$ cat src/rtl/wash_cycle_controller.sv
// Master washing-machine sequencer: start, ready, fill, heat, wash, rinse, spin.
// Optional watchdog/fault state under WASH_CTRL_WATCHDOG_EN.
module wash_cycle_controller #(
   parameter int CYCLE_CNT_W = 8,
   parameter int WDOG_LIMIT  = 31,
   parameter int WDOG_W      = 5
) (
   input  logic                   clock,
   input  logic                   reset,
   input  logic                   door_Closed,
   input  logic                   start_Button,
   input  logic                   sig_Full,
   input  logic                   sig_Temperature,
   input  logic                   sig_Wash_Completed,
   input  logic                   sig_Rinse_Completed,
   input  logic                   sig_Spin_Completed,
   input  logic                   fault_Clear,
   output logic [2:0]             state,
   output logic                   water_Valve,
   output logic                   heater,
   output logic                   wash_Motor,
   output logic                   spin_Motor,
   output logic                   drain_Valve,
   output logic                   door_Lock,
   output logic                   cycle_Done,
   output logic [CYCLE_CNT_W-1:0] cycles_Completed,
   output logic                   fault
);

   typedef enum logic [2:0] {
      S_START = 3'd0,
      S_READY = 3'd1,
      S_FILL  = 3'd2,
      S_HEAT  = 3'd3,
      S_WASH  = 3'd4,
      S_RINSE = 3'd5,
      S_SPIN  = 3'd6,
      S_FAULT = 3'd7
   } state_t;

   state_t                 state_q, state_d;
   logic                   done_q, done_d;
   logic [CYCLE_CNT_W-1:0] cnt_q, cnt_d;
   logic                   running;
   logic                   flag_cur;

   assign running = (state_q >= S_FILL) && (state_q <= S_SPIN);

   // Only the flag owned by the current state may advance it.
   always_comb begin
      flag_cur = 1'b0;
      case (state_q)
         S_FILL:  flag_cur = sig_Full;
         S_HEAT:  flag_cur = sig_Temperature;
         S_WASH:  flag_cur = sig_Wash_Completed;
         S_RINSE: flag_cur = sig_Rinse_Completed;
         S_SPIN:  flag_cur = sig_Spin_Completed;
         default: flag_cur = 1'b0;
      endcase
   end

`ifdef WASH_CTRL_WATCHDOG_EN
   logic [WDOG_W-1:0] wdog_q, wdog_d;
`else
   logic unused_cfg;
   assign unused_cfg = fault_Clear ^ (WDOG_LIMIT > 0) ^ (WDOG_W > 0);
`endif

   always_comb begin
      state_d = state_q;
      done_d  = 1'b0;
      cnt_d   = cnt_q;
      case (state_q)
         S_START: if (door_Closed) state_d = S_READY;
         S_READY: begin
            if (!door_Closed)      state_d = S_START;
            else if (start_Button) state_d = S_FILL;
         end
         S_FILL:  if (flag_cur) state_d = S_HEAT;
         S_HEAT:  if (flag_cur) state_d = S_WASH;
         S_WASH:  if (flag_cur) state_d = S_RINSE;
         S_RINSE: if (flag_cur) state_d = S_SPIN;
         S_SPIN: begin
            if (flag_cur) begin
               state_d = S_START;
               done_d  = 1'b1;
               if (cnt_q != '1) cnt_d = cnt_q + 1'b1;
            end
         end
         default: begin
`ifdef WASH_CTRL_WATCHDOG_EN
            if (fault_Clear) state_d = S_FAULT == state_q ? S_START : state_q;
`else
            state_d = S_START;
`endif
         end
      endcase
`ifdef WASH_CTRL_WATCHDOG_EN
      // An open door trumps everything; a flag beats an expiring watchdog.
      if (running) begin
         if (!door_Closed) begin
            state_d = S_FAULT;
            done_d  = 1'b0;
            cnt_d   = cnt_q;
         end else if (!flag_cur &&
                      wdog_q >= WDOG_W'(WDOG_LIMIT - 1)) begin
            state_d = S_FAULT;
         end
      end
      wdog_d = (running && state_d == state_q) ? wdog_q + 1'b1 : '0;
`endif
   end

   always_ff @(posedge clock or posedge reset) begin
      if (reset) begin
         state_q <= S_START;
         done_q  <= 1'b0;
         cnt_q   <= '0;
      end else begin
         state_q <= state_d;
         done_q  <= done_d;
         cnt_q   <= cnt_d;
      end
   end

`ifdef WASH_CTRL_WATCHDOG_EN
   always_ff @(posedge clock or posedge reset) begin
      if (reset) wdog_q <= '0;
      else       wdog_q <= wdog_d;
   end
   assign fault = (state_q == S_FAULT);
`else
   assign fault = 1'b0;
`endif

   assign state            = state_q;
   assign water_Valve      = (state_q == S_FILL);
   assign heater           = (state_q == S_HEAT);
   assign wash_Motor       = (state_q == S_WASH) || (state_q == S_RINSE);
   assign spin_Motor       = (state_q == S_SPIN);
   assign drain_Valve      = (state_q == S_RINSE) || (state_q == S_SPIN);
   assign door_Lock        = (state_q != S_START) && (state_q != S_READY);
   assign cycle_Done       = done_q;
   assign cycles_Completed = cnt_q;

endmodule

$ cat config.mk
export PLATFORM = sky130hd
export DESIGN_NAME = wash_cycle_controller
export DESIGN_NICKNAME = d
export VERILOG_FILES = /design/src/rtl/wash_cycle_controller.sv
export SDC_FILE = /design/constraint.sdc
export NUM_CORES = 1
export LEC_CHECK = 0
export ABC_AREA = 1
export BUFFER_PORTS_ARGS = -buffer_cell sky130_fd_sc_hd__buf_2
export CORE_MARGIN = 2
export CORE_UTILIZATION = 49
export DETAILED_ROUTE_END_ITERATION = 6
export HOLD_SLACK_MARGIN = 0.15
export PLACE_DENSITY = 0.78
export SYNTH_ARGS = -nofsm -noshare
export SYNTH_HDL_FRONTEND = slang
export SYNTH_SLANG_ARGS = --single-unit
$ cat constraint.sdc
create_clock -name clock -period 1.3 [get_ports clock]
set_input_delay 0.065 -clock clock [delete_from_list [all_inputs] [get_ports clock]]
set_output_delay 0.065 -clock clock [all_outputs]
set_load 0.005 [all_outputs]
==> metrics <==
Critical Path Sink Type=register; mean post-synth cell area=7.368 µm²; Vias=885; first-pass GRT wire length=3.063 mm; largest net degree at the start of global routing=13; Static Leakage=0.6982 nW; RSZ-0062 raised after global routing=true; Slew Limit Fails=0; clock sinks=12; Post-Layout Cell Count=177; synth warn=0; clk buf depth=2; drt pass-1 iters=4; Initial DRC Count=44; Hold Vio Cnt, Final=0; Diodes inserted=0; CTS HTree Levels=1; worst hold slack=181.2 ps; WL per Instance=11.95 µm; core area=1689 µm²; gr ovfl total=0; DR WL met3=95 µm; PD cells=1991 nW/µm²; Area Growth Syn to Fin=39.77%; worst vdd ir=0.001176 V; CTS tree=done; critical path class=reg -> reg; # DRC=0; fill cell count=137; Final nets=172; vias in the first global route=755; GPL Wtd Cong=0.7620; status=finished, violations left; largest area contributor in the netlist=dfrtp_1; clock slew at reported path FFs=80 ps; register bit total from synthesis=12; ratio of cells with drive above 1 in the final layout=50.63%; Synth Instances=117; WL met2=1.105 mm; Post-Route WL=2.115 mm; met1 wire length=878 µm; clock skew=0.7039 ps; Initial Utilization=51.04%; Top Layer Used=met4; synth top area cells=dfrtp_1, nand2_1, inv_1; synth unique cells=25; Hold Path Class=in -> reg; Setup crit start kind=register; commonest non-fill, non-tap cell in the layout=buf_2; register area=302.8 µm²; maxcap violations=0; Mapped Nets=128; Antenna Nets Post-Route=0; die area=2111 µm²; Crit Path Max Fanout=6; GRT Overall Usage=20.60%; register area share after synthesis=34.83%; DP Cell Count=163; commonest non-fill, non-tap cells in the layout=buf_2, nand2_1, inv_1; die height=45.95 µm; vias per std cell=5.000; share of the core filled with cells=71.33%; CTS buffer count=3; Clock Latency Late Sink=280 ps; failing checks=negative setup slack; width of the die=45.95 µm; multi-input logic area=478.0 µm²; Req. time, crit path=1480 ps; setup_tns=-2.531 ps; PnR worst setup slack=-2.531 ps; clk root buf=clkbuf_4; Final period util=100.2%; Rows=15; # setup viols final=1; I/O Pins=29; Post-Syn Area=862.1 µm²; Post-DP HPWL=1.391 mm; initial antenna violation count=0; fmax=0.7677 GHz; Yosys top cell area share=34.83%; Worst Path Arrival=1480 ps; PortBufs=26; post-route minimum period=1303 ps
==> cells by family (layout without fill, tap and decap cells) <==
| logic type | Yosys count | count (layout) | share of synthesized area, % |
|---|---|---|---|
| AO/OA/AOI/OAI | 8 | 8 | 4.643 |
| XOR/XNOR | 4 | 4 | 4.063 |
| adder cells (fa/ha/maj) | 1 | 1 | 1.451 |
| buffers and inverters | 26 | 69 | 15.24 |
| flip-flops | 12 | 12 | 34.83 |
| other | 1 | 1 | 0.4350 |
| AND/OR/NAND/NOR | 65 | 65 | 39.33 |
==> per-layer routing <==
metal,track usage [%],vias to the layer above
met2,37.22,25
met3,7.143,6
li1,-,440
met1,21.90,414
met5,0,-
met4,6.857,0
==> worst paths after layout <==
kind / slack (ps) / to / cells past startpoint / start
setup / recovery: -3 / cycles_Completed[2]$_DFFE_PP0P_ / 8 / cycles_Completed[0]$_DFFE_PP0P_
hold / removal: 180 / state[0]$_DFFE_PP0P_ / 6 / sig_Temperature
min in group asynchronous: 330 / cycle_Done$_DFF_PP0_ / 3 / reset
max in group asynchronous: 630 / state[0]$_DFFE_PP0P_ / 3 / reset
setup reg to reg: -3 / cycles_Completed[2]$_DFFE_PP0P_ / 8 / cycles_Completed[0]$_DFFE_PP0P_
hold reg to reg: 570 / cycles_Completed[7]$_DFFE_PP0P_ / 2 / cycles_Completed[7]$_DFFE_PP0P_
==> per-stage QoR <==
stage / setup WS (ps) / total power, mW / cell area (µm²)
after floorplan: 71.34 / 1.443 / 862.1
after global placement: 29.71 / 1.807 / 1037
after detailed placement: -17.03 / 1.859 / 1037
after CTS: 5.095 / 2.256 / 1141
after global routing: -82.30 / 2.585 / 1205
final: -2.531 / 2.399 / 1205
==> sequential cells by signal, indices dropped and copies added, names as in the netlist <==
| register | cells |
|---|---|
| cycles_Completed | 8 |
| cycle_Done | 1 |
| state | 3 |
==> cells in the mapped netlist <==
cell / instances
buf_4: 1
nand2_2: 2
nor3_1: 1
inv_2: 4
o21ai_0: 3
nand4_2: 1
nand2_4: 2
inv_4: 1
nor2_4: 3
nand3_2: 2
conb_1: 1
inv_1: 16
ha_1: 1
a21oi_1: 2
nand4_1: 1
nand2_1: 30
nor2_2: 4
xor2_1: 4
dfrtp_1: 12
nand3_1: 11
buf_6: 3
o21ai_1: 3
clkinv_4: 1
nand3b_1: 1
nor2_1: 7
==> critical path, stage by stage, from the launching register on <==
cell and delay, ps:
dfrtp_1 360, ha_2 200, nand3_2 100, nor2_4 110
nand2_2 70, nand2_4 120, clkinv_4 100, nand3_2 80
nand2_1 50
==> power by group <==
group / switching [mW] / total [mW] / leakage [nW] / internal [mW]
Sequential: 0.132 / 0.626 / 0.146 / 0.494
Combinational: 0.788 / 1.47 / 0.531 / 0.679
Clock: 0.136 / 0.307 / 0.0210 / 0.171
Total: 1.06 / 2.40 / 0.698 / 1.34
==> area by class of cell <==
| cell class | count | area share, % |
|---|---|---|
| tap | 17 | 1.765 |
| sequential | 12 | 25.13 |
| timing repair inverter | 1 | 0.4154 |
| clock buffer | 4 | 3.011 |
| timing repair buffer | 42 | 22.53 |
| multi-input combinational | 79 | 39.67 |
| inverter | 22 | 7.477 |
==> repair_timing <==
| action | CTS | global route |
|---|---|---|
| pin swaps | 4 | 7 |
| gates resized for setup | 8 | 12 |
| hold buffers | 2 | 0 |
| setup buffers | 3 | 4 |
| hold endpoints to repair | 13 | 0 |
| endpoints found under the setup margin | 7 | 12 |
| gates cloned | 1 | 0 |
(Power assumes the default switching activity.)
